<file path="src/rtl/draw_pkg.sv">
// Shared definitions for the draw-port arbiter: FSM encoding, requester ids,
// pixel bus widths and the pixel bundle carried from the selected requester.
package draw_pkg;

    typedef enum logic [1:0] {
        IDLE    = 2'd0,
        GRANT   = 2'd1,
        RELEASE = 2'd2
    } arb_state_e;

    localparam int REQ_BG      = 0;
    localparam int REQ_STONE   = 1;
    localparam int REQ_GOLD    = 2;
    localparam int REQ_DIAMOND = 3;
    localparam int REQ_HOOK    = 4;
    localparam int REQ_NUM     = 5;

    localparam int X_W   = 9;
    localparam int Y_W   = 8;
    localparam int C_W   = 12;
    localparam int PTR_W = 3;
    localparam int WD_W  = 17;

    typedef struct packed {
        logic [X_W-1:0] x;
        logic [Y_W-1:0] y;
        logic [C_W-1:0] color;
        logic           we;
    } pixel_t;

    // Next round-robin start position after index v, wrapping at n.
    function automatic logic [PTR_W-1:0] wrap_inc(input logic [PTR_W-1:0] v, input int n);
        if (int'(v) >= n - 1)
            return '0;
        return v + 1'b1;
    endfunction

endpackage

</file>
<file path="src/rtl/draw_port_arbiter_rr_pick.sv">
// Round-robin search: first set request at or above ptr, wrapping at N_REQ.
module rr_pick
    import draw_pkg::*;
#(
    parameter int N_REQ = 6
) (
    input  logic [N_REQ-1:0] req,
    input  logic [PTR_W-1:0] ptr,
    output logic [PTR_W-1:0] idx,
    output logic             valid
);

    logic [PTR_W:0] cand;

    always_comb begin
        idx   = '0;
        valid = 1'b0;
        cand  = '0;
        for (int i = 0; i < N_REQ; i++) begin
            cand = {1'b0, ptr} + (PTR_W+1)'(i);
            if (cand >= (PTR_W+1)'(N_REQ))
                cand = cand - (PTR_W+1)'(N_REQ);
            if (!valid && req[cand[PTR_W-1:0]]) begin
                valid = 1'b1;
                idx   = cand[PTR_W-1:0];
            end
        end
    end

endmodule

</file>
<file path="src/rtl/draw_port_arbiter.sv">
// Single-owner arbiter in front of the VGA pixel port. Define
// DRAW_ARB_TRANSPARENCY_EN to suppress writes of the transparent colour.
module draw_port_arbiter
    import draw_pkg::*;
#(
    parameter int               N_REQ          = 6,
    parameter logic [N_REQ-1:0] TRANSP_MASK    = 6'b111110,
    parameter logic [11:0]      TRANSP_COLOR   = 12'h000,
    parameter int               TIMEOUT_CYCLES = 80000
) (
    input  logic                 clk,
    input  logic                 resetn,
    input  logic [N_REQ-1:0]     req,
    input  logic [N_REQ-1:0]     done,
    input  logic [N_REQ*X_W-1:0] x_in,
    input  logic [N_REQ*Y_W-1:0] y_in,
    input  logic [N_REQ*C_W-1:0] color_in,
    input  logic [N_REQ-1:0]     we_in,
    output logic [N_REQ-1:0]     grant,
    output logic [X_W-1:0]       X_out,
    output logic [Y_W-1:0]       Y_out,
    output logic [C_W-1:0]       Color_out,
    output logic                 writeEn,
    output logic                 busy,
    output logic                 timeout_err
);

    localparam logic [N_REQ-1:0] ONE     = N_REQ'(1);
    localparam logic [WD_W-1:0]  WD_LAST = WD_W'(TIMEOUT_CYCLES - 1);

    arb_state_e       state;
    logic [PTR_W-1:0] rr_ptr;
    logic [PTR_W-1:0] g;
    logic [WD_W-1:0]  watchdog;

    logic [N_REQ-1:0][X_W-1:0] x_arr;
    logic [N_REQ-1:0][Y_W-1:0] y_arr;
    logic [N_REQ-1:0][C_W-1:0] c_arr;

    assign x_arr = x_in;
    assign y_arr = y_in;
    assign c_arr = color_in;

    // Only the owner's slice is ever selected, so other requesters cannot leak.
    pixel_t pix_sel;
    always_comb begin
        pix_sel       = '0;
        pix_sel.x     = x_arr[g];
        pix_sel.y     = y_arr[g];
        pix_sel.color = c_arr[g];
        pix_sel.we    = we_in[g];
    end

    logic we_eff;
`ifdef DRAW_ARB_TRANSPARENCY_EN
    assign we_eff = pix_sel.we & ~(TRANSP_MASK[g] & (pix_sel.color == TRANSP_COLOR));
`else
    assign we_eff = pix_sel.we;
    logic unused_transp_cfg;
    assign unused_transp_cfg = ^{TRANSP_MASK, TRANSP_COLOR};
`endif

    logic [PTR_W-1:0] pick_idx;
    logic             pick_valid;

    rr_pick #(.N_REQ(N_REQ)) u_pick (
        .req   (req),
        .ptr   (rr_ptr),
        .idx   (pick_idx),
        .valid (pick_valid)
    );

    logic wd_hit;
    logic owner_end;
    assign wd_hit    = (watchdog == WD_LAST);
    assign owner_end = done[g] | ~req[g] | wd_hit;

    always_ff @(posedge clk or negedge resetn) begin
        if (!resetn) begin
            state       <= IDLE;
            rr_ptr      <= '0;
            g           <= '0;
            grant       <= '0;
            X_out       <= '0;
            Y_out       <= '0;
            Color_out   <= '0;
            writeEn     <= 1'b0;
            busy        <= 1'b0;
            timeout_err <= 1'b0;
            watchdog    <= '0;
        end else begin
            case (state)
                IDLE: begin
                    writeEn <= 1'b0;
                    if (pick_valid) begin
                        g        <= pick_idx;
                        grant    <= ONE << pick_idx;
                        watchdog <= '0;
                        busy     <= 1'b1;
                        state    <= GRANT;
                    end else begin
                        grant <= '0;
                    end
                end
                GRANT: begin
                    // The pixel of the final owner cycle is still forwarded.
                    X_out     <= pix_sel.x;
                    Y_out     <= pix_sel.y;
                    Color_out <= pix_sel.color;
                    writeEn   <= we_eff;
                    watchdog  <= watchdog + 1'b1;
                    if (owner_end) begin
                        grant <= '0;
                        state <= RELEASE;
                        if (wd_hit)
                            timeout_err <= 1'b1;
                    end
                end
                RELEASE: begin
                    grant   <= '0;
                    writeEn <= 1'b0;
                    rr_ptr  <= wrap_inc(g, N_REQ);
                    busy    <= 1'b0;
                    state   <= IDLE;
                end
                default: begin
                    grant   <= '0;
                    writeEn <= 1'b0;
                    busy    <= 1'b0;
                    state   <= IDLE;
                end
            endcase
        end
    end

endmodule

</file>
<file path="config.mk">
export PLATFORM = sky130hd
export DESIGN_NAME = draw_port_arbiter
export DESIGN_NICKNAME = d
export VERILOG_FILES = /design/src/rtl/draw_pkg.sv /design/src/rtl/draw_port_arbiter_rr_pick.sv /design/src/rtl/draw_port_arbiter.sv
export SDC_FILE = /design/constraint.sdc
export NUM_CORES = 1
export LEC_CHECK = 0
export CORE_ASPECT_RATIO = 1.1
export CORE_MARGIN = 3
export CORE_UTILIZATION = 38
export DETAILED_ROUTE_END_ITERATION = 16
export PLACE_DENSITY = 0.78
export REMOVE_ABC_BUFFERS = 1
export SLEW_MARGIN = 40
export SYNTH_ARGS = -nofsm -noshare
export SYNTH_HDL_FRONTEND = slang
export SYNTH_SLANG_ARGS = --single-unit
</file>
<file path="constraint.sdc">
create_clock -name clk -period 2.8 [get_ports clk]
set_input_delay 0.42 -clock clk [delete_from_list [all_inputs] [get_ports clk]]
set_output_delay 0.42 -clock clk [all_outputs]
set_load 0.01 [all_outputs]
</file>
==> key figures, run 1 <==
Synthesis
  • Post-synthesis register bit count: 63
  • Area share of xor/xnor cells in the synthesized design: less than 1%
  • Top_reg_cell synth: dfrtp_1
  • Syn Area/Cell: around 9.9 um^2
  • Simple-Gate Fraction of Synth Area: 17.0%
  • Cells after synthesis: 499
  • Mux share of post-synthesis cell area: a little under a quarter
  • EDFF count, synth: 0
  • Largest family of logic cells by synthesized area: multiplexers
  • Warnings from Yosys: 0
  • Post-Synth Adder-Cell Area: 2.53%
  • Synth unique cells: 69
  • Synthesized cell area: 4940 um^2
  • Complex-gate fraction of the synthesized area: 20.5%
  • Seq/Total Area, Yosys: 31.9%
  • Async SR Flop Fraction: 100%

Power and ir drop
  • Total power draw: about 8.2 mW
  • Max VDD drop: 575 uV
  • Pwr dens: 1020 nW/um^2
  • Leakage: 3.18 nW

Floorplanning
  • Die Ht: 126 um
  • # rows: 43
  • Chip width: 115 um
  • DIE AREA: 14400 um^2
  • Initial Utilization: 39.0%
  • Total core area: 12600 um^2
  • I/O pins: between 200 and 250

Detailed routing
  • Avg WL per Cell: 19.4 um
  • Routed WL: ~18000 um
  • Drc violations: 0
  • Via count: 5196
  • Router iterations before antenna repair: 4
  • Via density: 5.72
  • First-iteration detailed-routing DRC count: between 200 and 300
  • Remaining antenna violation count: 0

Worst setup path
  • Buffer and inverter count on the worst path: 1
  • Critical path cell sequence: inv_4 -> ha_4 -> nor2b_1 -> or4_4 -> a211o_1 -> and4b_4 -> a32oi_1 -> o31a_1 -> nand2b_1 -> o21ai_0
  • Crit path arrival time: 2.93 ns
  • CP top delay family: compound AO/OA/AOI/OAI gates
  • CP startpoint kind: flop
  • CP endpoint kind: flop
  • Max incr delay on CP: 0.46 ns
  • WP data required: 2.99 ns
  • CP Class: reg -> reg
  • Worst-path fanout max: 5
  • Slowest cell on crit path: or4_4

Placed design
  • Placed cells: 887
  • Detailed placer's ending HPWL: 13700 um
  • Post-place setup slack: -0.150 ns
  • GPL Wtd Cong: between 0.9 and 1
  • Port bufs: roughly 230

Timing
  • Skew final: 0.0115 ns
  • Setup violators final: 0
  • Slew HR: 45.1%
  • Worst-Margin Slew: 0.821 ns
  • Endpoints failing hold: 0
  • Post-route minimum period: 2.75 ns
  • Achievable frequency: 364 MHz
  • Unrepaired setup endpoints after global routing: true
  • Pins Over Slew Limit: 0
  • Final worst slack: 0.0546 ns
  • Fin crit share: ~98%
  • Setup TNS: 0 ns

Final layout
  • Synth-to-Final Area Change: 63.4%
  • Final instance count without filler cells: 909
  • Fin nets: 950
  • Layout cells sized above 1: between 20% and 30%

CTS
  • Clock sink count: 63
  • Htree depth: 3
  • CTS tree: yes
  • CTS clk-pin slew, worst paths: ~0.060 ns
  • CTS max path bufs: 2
  • Clock root buffer: clkbuf_16
  • Total CTS buffers: 9
  • Clk_lat worst skew: 0.32 ns

GRT
  • Global-route wire length before repair: 27700 um
  • Initial antenna violation count: 1
  • Gr ovfl total: 0
  • Vias in the first global route: 5480
  • Total global-route track usage: 24.3%
  • Largest net degree at the start of global routing: 50

Job
  • Max-cap violations: 0

Outcome
  • Status: finished clean

Worst hold path
  • Worst Hold Class: in -> async
==> cell families after synthesis <==
| family | Yosys count |
|---|---|
| AO/OA/AOI/OAI | 132 |
| XOR/XNOR | 5 |
| adder cells (fa/ha/maj) | 10 |
| AND/OR/NAND/NOR | 174 |
| multiplexers | 72 |
| flip-flops | 63 |
| buffers and inverters | 43 |
==> synthesized netlist by cell type (all sizes together) (9+ instances only) <==
library cell  count  area, um^2
and3             11        68.8
mux4             30         676
nand3            10        50.1
o21ai            42         274
a221oi           29         254
buf              11        67.6
nand2b           10        62.6
nand2            30         113
o31ai            10        88.8
clkbuf           23        96.3
ha               10         125
dfrtp            63        1580
mux2             34         387
nor2             80         303
a21oi             9        48.8
==> report_power, final <==
part | internal (mW) | leakage (nW) | total [mW] | switching, mW
sequential | 1.24 | 0.777 | 1.51 | 0.270
combinational | 2.80 | 2.25 | 5.60 | 2.80
clock | 0.713 | 0.146 | 1.12 | 0.404
total | 4.76 | 3.18 | 8.24 | 3.48
==> cell type report <==
| class | count | area [um^2] |
|---|---|---|
| Antenna cell | 1 | 2.50 |
| Multi-Input combinational cell | 393 | 3280 |
| Tap cell | 157 | 196 |
| Fill cell | 997 | 4580 |
| Sequential cell | 63 | 1580 |
| Timing Repair Buffer | 270 | 2670 |
| Clock buffer | 11 | 243 |
| Clock inverter | 5 | 56.3 |
| Inverter | 9 | 36.3 |
==> what timing repair did <==
| item | 4_1_cts | 5_1_grt |
|---|---|---|
| pin swaps | 1 | 6 |
| gates resized for setup | 6 | 19 |
| hold buffers | 0 | 0 |
| gates cloned | 0 | 0 |
| setup buffers | 4 | 1 |
| setup endpoints to repair | 8 | 26 |
==> through the flow <==
step           utilization (%)  cell area (um^2)  hold slack [ns]
6_report                  63.8              8070            0.125
2_1_floorplan                -              4770            0.124
4_1_cts                   63.1              7980            0.134
5_1_grt                   63.8              8070            0.164
3_3_place_gp              60.0              7590            0.456
3_5_place_dp              60.0              7590            0.478
==> placed cells by master, fill, tap and decap left out, drive strengths merged, types with 3 or more instances in the layout <==
master,n
dfrtp,63
inv,9
nand2b,10
a41o,3
clkinv,3
clkbuf,11
buf,40
a21o,4
ha,10
a221oi,29
o31ai,10
mux2i,8
a32oi,3
nor2,80
nor3,5
nand4,7
a211o,4
and3,11
nand2,30
a31oi,5
o21a,3
nand3b,4
xnor2,3
a21oi,9
o21ai,42
nor2b,4
mux4,30
and2,4
nand3,10
mux2,34
clkdlybuf4s50,230
==> worst reg2reg max path, cell delays in order (launching register included) <==
cell and delay (ns):
dfrtp_2 0.43, inv_4 0.08, ha_4 0.28, nor2b_1 0.05, or4_4 0.46, a211o_1 0.33
and4b_4 0.22, a32oi_1 0.25, o31a_1 0.27, nand2b_1 0.15, o21ai_0 0.09
==> metal layers <==
layer	vias to the layer above	global-route usage (%)	share of wire, %
li1	2418	-	-
met1	2520	28.2	37
met2	214	42.7	52
met3	44	5.32	6.9
met4	0	10.3	3.9
met5	-	0	0
==> state kept, by name (all words and copies together) (netlist names) <==
signal / flops
watchdog: 17
timeout_err: 1
writeEn: 1
g: 3
X_out: 9
grant: 6
rr_ptr: 3
state: 2
Y_out: 8
busy: 1
Color_out: 12
==> final timing paths <==
kind | startpoint | to | slack [ns] | cells past startpoint
setup / recovery | rr_ptr[1]$_DFFE_PN0N_ | g[2]$_DFFE_PN0P_ | 0.05 | 10
hold / removal | resetn | Color_out[3]$_DFFE_PN0P_ | 0.12 | 1
setup reg to reg | rr_ptr[1]$_DFFE_PN0N_ | g[2]$_DFFE_PN0P_ | 0.05 | 10
hold reg to reg | grant[2]$_DFFE_PN0P_ | grant[2]$_DFFE_PN0P_ | 0.48 | 2
max in group asynchronous | resetn | g[0]$_DFFE_PN0P_ | 2.02 | 2
min in group clk | grant[2]$_DFFE_PN0P_ | grant[2]$_DFFE_PN0P_ | 0.48 | 2
Note: power is estimated with default switching activity, not from simulation.
==> run 2: changes to the inputs <==
Settings changed: CORE_UTILIZATION 38 to 30, PLACE_DENSITY 0.78 to not set.
==> run 2 against run 1 <==
Design area up 1.8%. First-iteration DRC count up 6.7%. Sequential share of layout area down 0.37 points. Hold slack worse by 0.0030 ns. Register-to-register slack about the same. Critical path type unchanged. Critical path depth down 1. Clock-buffer cell count up 2. Sequential power about the same.
==> key figures, run 2 (synthesized netlist as in run 1, its figures left out) <==
Final layout
  • Fin nets: 953 (+0.32%)
  • Design Area, Final: 8210 um^2 (+1.8%)
  • Commonest non-fill, non-tap cell in the layout: clkdlybuf4s50_1
  • Final instance count without filler cells: 956 (+5.2%)
  • Layout cells sized above 1: 23.2% (+0.57 points)
  • Largest register FFs: 17 (unchanged)
  • Final Util: 51.6% (-12 points)
  • Fill cells: 1469 (+47%)
  • Synth-to-Final Area Change: 66.3%
  • Largest Register: watchdog
  • Most frequent cells in the layout: 230 x clkdlybuf4s50_1, 78 x nor2_1, 61 x dfrtp_1
  • Biggest registers after layout: watchdog: 17 flops, Color_out: 12 flops, X_out: 9 flops

Power and ir drop
  • Power Internal: 4.75 mW (-0.26%)
  • Part of the power in registers: 18.6% (+0.2 points)
  • Switching pwr: 3.52 mW (+1.1%)
  • Total power draw: 8.26 mW (+0.31%)
  • Leakage: 3.21 nW (+1.1%)
  • Max VDD drop: 443 uV (-23%)
  • Logic pwr share: 68.6% (+0.6 points)
  • Sw frac: 42.6% (+0.32 points)
  • Share of total power in the clock network: 12.8% (-0.8 points)
  • Pwr dens: 1010 nW/um^2 (-1.4%)

Floorplanning
  • Chip width: 128 um (+12%)
  • DIE AREA: 18000 um^2 (+25%)
  • # rows: 48 (+12%)
  • Total core area: 15900 um^2 (+26%)
  • Die Ht: 141 um (+12%)
  • I/O pins: 232 (unchanged)
  • Initial Utilization: 31.0% (-8.0 points)

Detailed routing
  • Avg WL per Cell: 19.5 um (+0.68%)
  • Routed WL: 18700 um (+5.9%)
  • Remaining antenna violation count: 0 (unchanged)
  • Drc violations: 0 (unchanged)
  • First-iteration detailed-routing DRC count: 269 (+6.7%)
  • Via count: 5134 (-1.2%)
  • Via density: 5.37 (-6.1%)
  • Router iterations before antenna repair: 5 (+1)

Timing
  • Slew HR: 48.5% (+3.4 points)
  • Skew final: 0.0102 ns (-0.00132 ns)
  • Fin crit share: 97.9% (-0.14 points)
  • Achievable frequency: 365 MHz (+0.15%)
  • Setup violators final: 0 (unchanged)
  • Setup TNS: 0 ns (unchanged)
  • Post-route minimum period: 2.74 ns (-0.00405 ns)
  • Worst-Margin Slew: 0.770 ns (-0.0510 ns)
  • Endpoints failing hold: 0 (unchanged)
  • Pins Over Slew Limit: 0 (unchanged)
  • Unrepaired setup endpoints after global routing: true

GRT
  • Vias in the first global route: 5538 (+1.1%)
  • Gr ovfl total: 0 (unchanged)
  • Largest net degree at the start of global routing: 36 (-28%)
  • Global-route wire length before repair: 29000 um (+4.8%)
  • Total global-route track usage: 20.5% (-3.8 points)
  • Initial antenna violation count: 1 (unchanged)

CTS
  • CTS tree: yes
  • CTS clk-pin slew, worst paths: 0.05 ns (about the same)
  • Clock sink count: 63 (unchanged)
  • Clk_lat worst skew: 0.33 ns (about the same)
  • Htree depth: 3 (unchanged)
  • Total CTS buffers: 9 (unchanged)
  • CTS max path bufs: 2 (unchanged)
  • Clock root buffer: clkbuf_16

Placed design
  • GPL Wtd Cong: 0.928 (-3.9%)
  • Placed Area: 7660 um^2 (+1.0%)
  • Placed cells: 932 (+5.1%)
  • Detailed placer's ending HPWL: 14700 um (+7.0%)
  • Port bufs: 231 (unchanged)

Worst setup path
  • Reg2reg end: grant[1]$_DFFE_PN0P_
  • CP Class: reg -> reg
  • Crit Reg-Reg Startpoint: rr_ptr[1]$_DFFE_PN0N_
  • FF-to-FF setup slack: 0.06 ns (about the same)
  • CP startpoint kind: flop
  • Worst-path fanout max: 10 (+5)
  • R2R cell count: 9 (-1)
  • Crit path arrival time: 2.96 ns (+0.03 ns)
  • WP data required: 3.01 ns (+0.02 ns)
  • CP endpoint kind: flop

Worst hold path
  • Worst Hold Class: in -> async

Job
  • Max-cap violations: 0 (unchanged)

Outcome
  • Status: finished clean
-- run 2: power by group through the flow --
stage | Clock (mW) | Combinational (mW) | Sequential, mW
6_report | 1.05 | 5.67 | 1.54
5_1_grt | 1.15 | 6.17 | 1.59
4_1_cts | 1.09 | 5.30 | 1.54
3_5_place_dp | 0 | 5.23 | 1.55
3_3_place_gp | 0 | 5.16 | 1.54
2_1_floorplan | 0 | 2.92 | 1.77
-- run 2: worst max-delay path, stage by stage, from the launching register on --
cell	delay, ns
dfrtp_1	0.41
buf_4	0.16
ha_4	0.21
or4_4	0.52
a211o_1	0.33
and4b_4	0.21
a32oi_1	0.25
a2bb2oi_1	0.23
a21oi_2	0.09
a41o_1	0.22
-- run 2: repair_timing --
item                                    in CTS  in global routing
buffers inserted                             1                  3
pin swaps                                    0                  6
resized for setup                            3                 35
hold buffers                                 0                  0
cloned                                       0                  2
endpoints found under the setup margin      14                 25
-- run 2: layout make-up --
type | instances | area [um^2] | area share, %
sequential | 63 | 1580 | 19.3
clock inverter | 3 | 17.5 | 0.213
antenna | 2 | 5.00 | 0.0610
inverter | 9 | 33.8 | 0.412
timing repair buffer | 273 | 2720 | 33.1
clock buffer | 13 | 270 | 3.29
tap | 200 | 250 | 3.05
multi-input combinational | 393 | 3330 | 40.6
-- run 2: through the flow --
step | hold WS (ns) | setup WS, ns
after floorplan | 0.124 | -0.761
after global placement | 0.460 | -0.128
after detailed placement | 0.464 | -0.169
after CTS | 0.138 | 0.00858
after global routing | 0.174 | -0.0336
final | 0.122 | 0.0587
-- run 2: worst max path at each step --
stage          cells past startpoint                  start                      end
2_1_floorplan                      8       g[0]$_DFFE_PN0P_     grant[0]$_DFFE_PN0P_
3_3_place_gp                      10                 req[1]  watchdog[7]$_DFFE_PN0P_
3_5_place_dp                      10                 req[1]  watchdog[4]$_DFFE_PN0P_
4_1_cts                           12  rr_ptr[1]$_DFFE_PN0N_  watchdog[4]$_DFFE_PN0P_
5_1_grt                           10  rr_ptr[1]$_DFFE_PN0N_     grant[0]$_DFFE_PN0P_
6_report                           9  rr_ptr[1]$_DFFE_PN0N_     grant[1]$_DFFE_PN0P_
-- run 2: metal layers --
layer,part of all wire (%),track usage (%)
met5,0,0
met1,38,24.0
met2,53,36.9
met4,1.7,6.20
met3,7.0,4.77
==> run 3: changes to the inputs <==
Settings changed: GPL_ROUTABILITY_DRIVEN set to 0.
==> run 3 against run 2 <==
Combinational power up 1%. Flip-flop and latch count unchanged. Critical path depth up 1. Die area unchanged. Largest cell class unchanged. Non-clock buffer count unchanged. Register-to-register slack better by 0.02 ns. Via count up 0.88%.
==> key figures, run 3 (synthesized netlist as in run 1, its figures left out) <==
Outcome
  • Status: finished clean

Placed design
  • Placed cells: 929 (-0.32%)
  • Port bufs: 231 (unchanged)
  • Placed Area: 7650 um^2 (-0.13%)
  • Detailed placer's ending HPWL: 14100 um (-3.7%)
  • Post-place setup slack: -0.125 ns (+0.0438 ns)

CTS
  • Hold_buf cts: 0 (unchanged)
  • Clock sink count: 63 (unchanged)
  • CTS max path bufs: 2 (unchanged)
  • Total CTS buffers: 9 (unchanged)
  • CTS tree: yes
  • Htree depth: 3 (unchanged)
  • Clk_lat worst skew: 0.33 ns (about the same)
  • Clock root buffer: clkbuf_16
  • CTS clk-pin slew, worst paths: 0.05 ns (about the same)

Timing
  • Final worst slack: 0.0757 ns (+0.0170 ns)
  • Skew final: 0.00682 ns (-0.00336 ns)
  • Fin Hold WS: 0.112 ns (-0.00926 ns)
  • Unrepaired setup endpoints after global routing: true
  • Fin crit share: 97.3% (-0.61 points)
  • Worst-Margin Slew: 0.635 ns (-0.135 ns)
  • Setup TNS: 0 ns (unchanged)
  • Pins Over Slew Limit: 0 (unchanged)
  • Slew HR: 57.7% (+9.1 points)
  • Achievable frequency: 367 MHz (+0.62%)
  • Post-route minimum period: 2.72 ns (-0.0170 ns)
  • Setup violators final: 0 (unchanged)
  • Endpoints failing hold: 0 (unchanged)

Power and ir drop
  • Power Internal: 4.90 mW (+3.3%)
  • Share of total power in the clock network: 14.1% (+1.3 points)
  • Max VDD drop: 416 uV (-6.2%)
  • Total power draw: 8.48 mW (+2.6%)
  • Logic pwr share: 67.6% (-1.0 points)
  • Sw frac: 42.2% (-0.36 points)
  • Pwr dens: 1030 nW/um^2 (+2.4%)
  • Switching pwr: 3.58 mW (+1.8%)
  • Part of the power in registers: 18.3% (-0.3 points)
  • Leakage: 3.21 nW (about the same)

Final layout
  • Largest Register: watchdog
  • Design Area, Final: 8220 um^2 (+0.21%)
  • Final instance count without filler cells: 955 (-0.10%)
  • Fill cells: 1468 (-0.068%)
  • Most frequent cells in the layout: 230 x clkdlybuf4s50_1, 78 x nor2_1, 60 x dfrtp_1
  • Fin nets: 953 (unchanged)
  • Synth-to-Final Area Change: 66.6%
  • Layout cells sized above 1: 23.6% (+0.40 points)
  • Final Util: 51.7% (+0.11 points)
  • Commonest non-fill, non-tap cell in the layout: clkdlybuf4s50_1
  • Biggest registers after layout: watchdog: 17 flops, Color_out: 12 flops, X_out: 9 flops
  • Largest register FFs: 17 (unchanged)

Worst setup path
  • FF-to-FF setup slack: 0.08 ns (+0.02 ns)
  • WP data required: 3.02 ns (about the same)
  • CP endpoint kind: flop
  • Reg2reg end: grant[1]$_DFFE_PN0P_
  • CP startpoint kind: flop
  • Crit Reg-Reg Startpoint: rr_ptr[1]$_DFFE_PN0N_
  • Worst-path fanout max: 5 (-5)
  • Crit path arrival time: 2.94 ns (-0.02 ns)
  • CP Class: reg -> reg
  • R2R cell count: 10 (+1)

Detailed routing
  • Remaining antenna violation count: 0 (unchanged)
  • First-iteration detailed-routing DRC count: 364 (+35%)
  • Drc violations: 0 (unchanged)
  • Via count: 5179 (+0.88%)
  • Router iterations before antenna repair: 5 (unchanged)
  • Via density: 5.42 (+0.98%)
  • Avg WL per Cell: 19.4 um (-0.87%)
  • Routed WL: 18500 um (-0.98%)

Floorplanning
  • Die Ht: 141 um (unchanged)
  • I/O pins: 232 (unchanged)
  • Total core area: 15900 um^2 (unchanged)
  • DIE AREA: 18000 um^2 (unchanged)
  • Chip width: 128 um (unchanged)
  • # rows: 48 (unchanged)
  • Initial Utilization: 31.0% (unchanged)

GRT
  • Largest net degree at the start of global routing: 40 (+11%)
  • Global-route wire length before repair: 28300 um (-2.6%)
  • Gr ovfl total: 0 (unchanged)
  • Initial antenna violation count: 1 (unchanged)
  • Total global-route track usage: 19.8% (-0.67 points)
  • Vias in the first global route: 5459 (-1.4%)

Worst hold path
  • Worst Hold Class: in -> async

Job
  • Max-cap violations: 0 (unchanged)
## run 3: changes by cell type in the layout (fill, tap and decap cells not counted), moves of 2 or more
cell	delta
clkbuf_8	-3
o21ai_0	+3
o21ai_1	-3
bufinv_16	+2
clkinv_4	+2
## run 3: power groups by stage
stage	Sequential [mW]	Combinational, mW	Clock [mW]
4_1_cts	1.55	5.24	1.22
2_1_floorplan	1.77	2.92	0
5_1_grt	1.61	6.18	1.26
3_3_place_gp	1.54	5.10	0
6_report	1.55	5.73	1.20
3_5_place_dp	1.55	5.17	0
## run 3: worst max-delay path by stage
| stage | start | to | slack (ns) |
|---|---|---|---|
| floorplan | g[0]$_DFFE_PN0P_ | grant[0]$_DFFE_PN0P_ | -0.76 |
| global placement | req[1] | watchdog[4]$_DFFE_PN0P_ | -0.04 |
| detailed placement | req[2] | g[0]$_DFFE_PN0P_ | -0.13 |
| CTS | rr_ptr[1]$_DFFE_PN0N_ | grant[2]$_DFFE_PN0P_ | 0.05 |
| global route | rr_ptr[1]$_DFFE_PN0N_ | watchdog[16]$_DFFE_PN0P_ | -0.03 |
| finish | rr_ptr[1]$_DFFE_PN0N_ | grant[1]$_DFFE_PN0P_ | 0.08 |
## run 3: final cells by class
type / instances / area [um^2] / area share [%]
Clock inverter: 7 / 97.6 / 1.19
Antenna cell: 1 / 2.50 / 0.0304
Clock buffer: 9 / 225 / 2.74
Inverter: 9 / 33.8 / 0.411
Multi-Input combinational cell: 393 / 3320 / 40.4
Sequential cell: 63 / 1580 / 19.2
Timing Repair Buffer: 273 / 2710 / 33.0
Tap cell: 200 / 250 / 3.04
## run 3: critical path, cell delays in order (launching register included)
cell and delay, ns:
dfrtp_1 0.42, inv_2 0.11, ha_4 0.29, nor2b_1 0.05
or4_4 0.47, a211o_1 0.30, and4b_4 0.25, nand4_4 0.10
nor2_2 0.08, o31a_1 0.36, a41o_1 0.20
## run 3: repair_timing
action                                  4_1_cts  5_1_grt
gates resized for setup                       3       30
setup buffers                                 1        6
cloned                                        0        1
endpoints found under the setup margin       12       27
pin swaps                                     0        9
## run 3: metal layers
| metal | up-vias | global-route usage, % | wire length, um |
|---|---|---|---|
| met5 | - | 0 | 0 |
| met4 | 0 | 6.37 | 451 |
| met3 | 35 | 4.50 | 1190 |
| met2 | 221 | 35.7 | 9650 |
| met1 | 2501 | 23.1 | 7200 |
| li1 | 2422 | - | - |
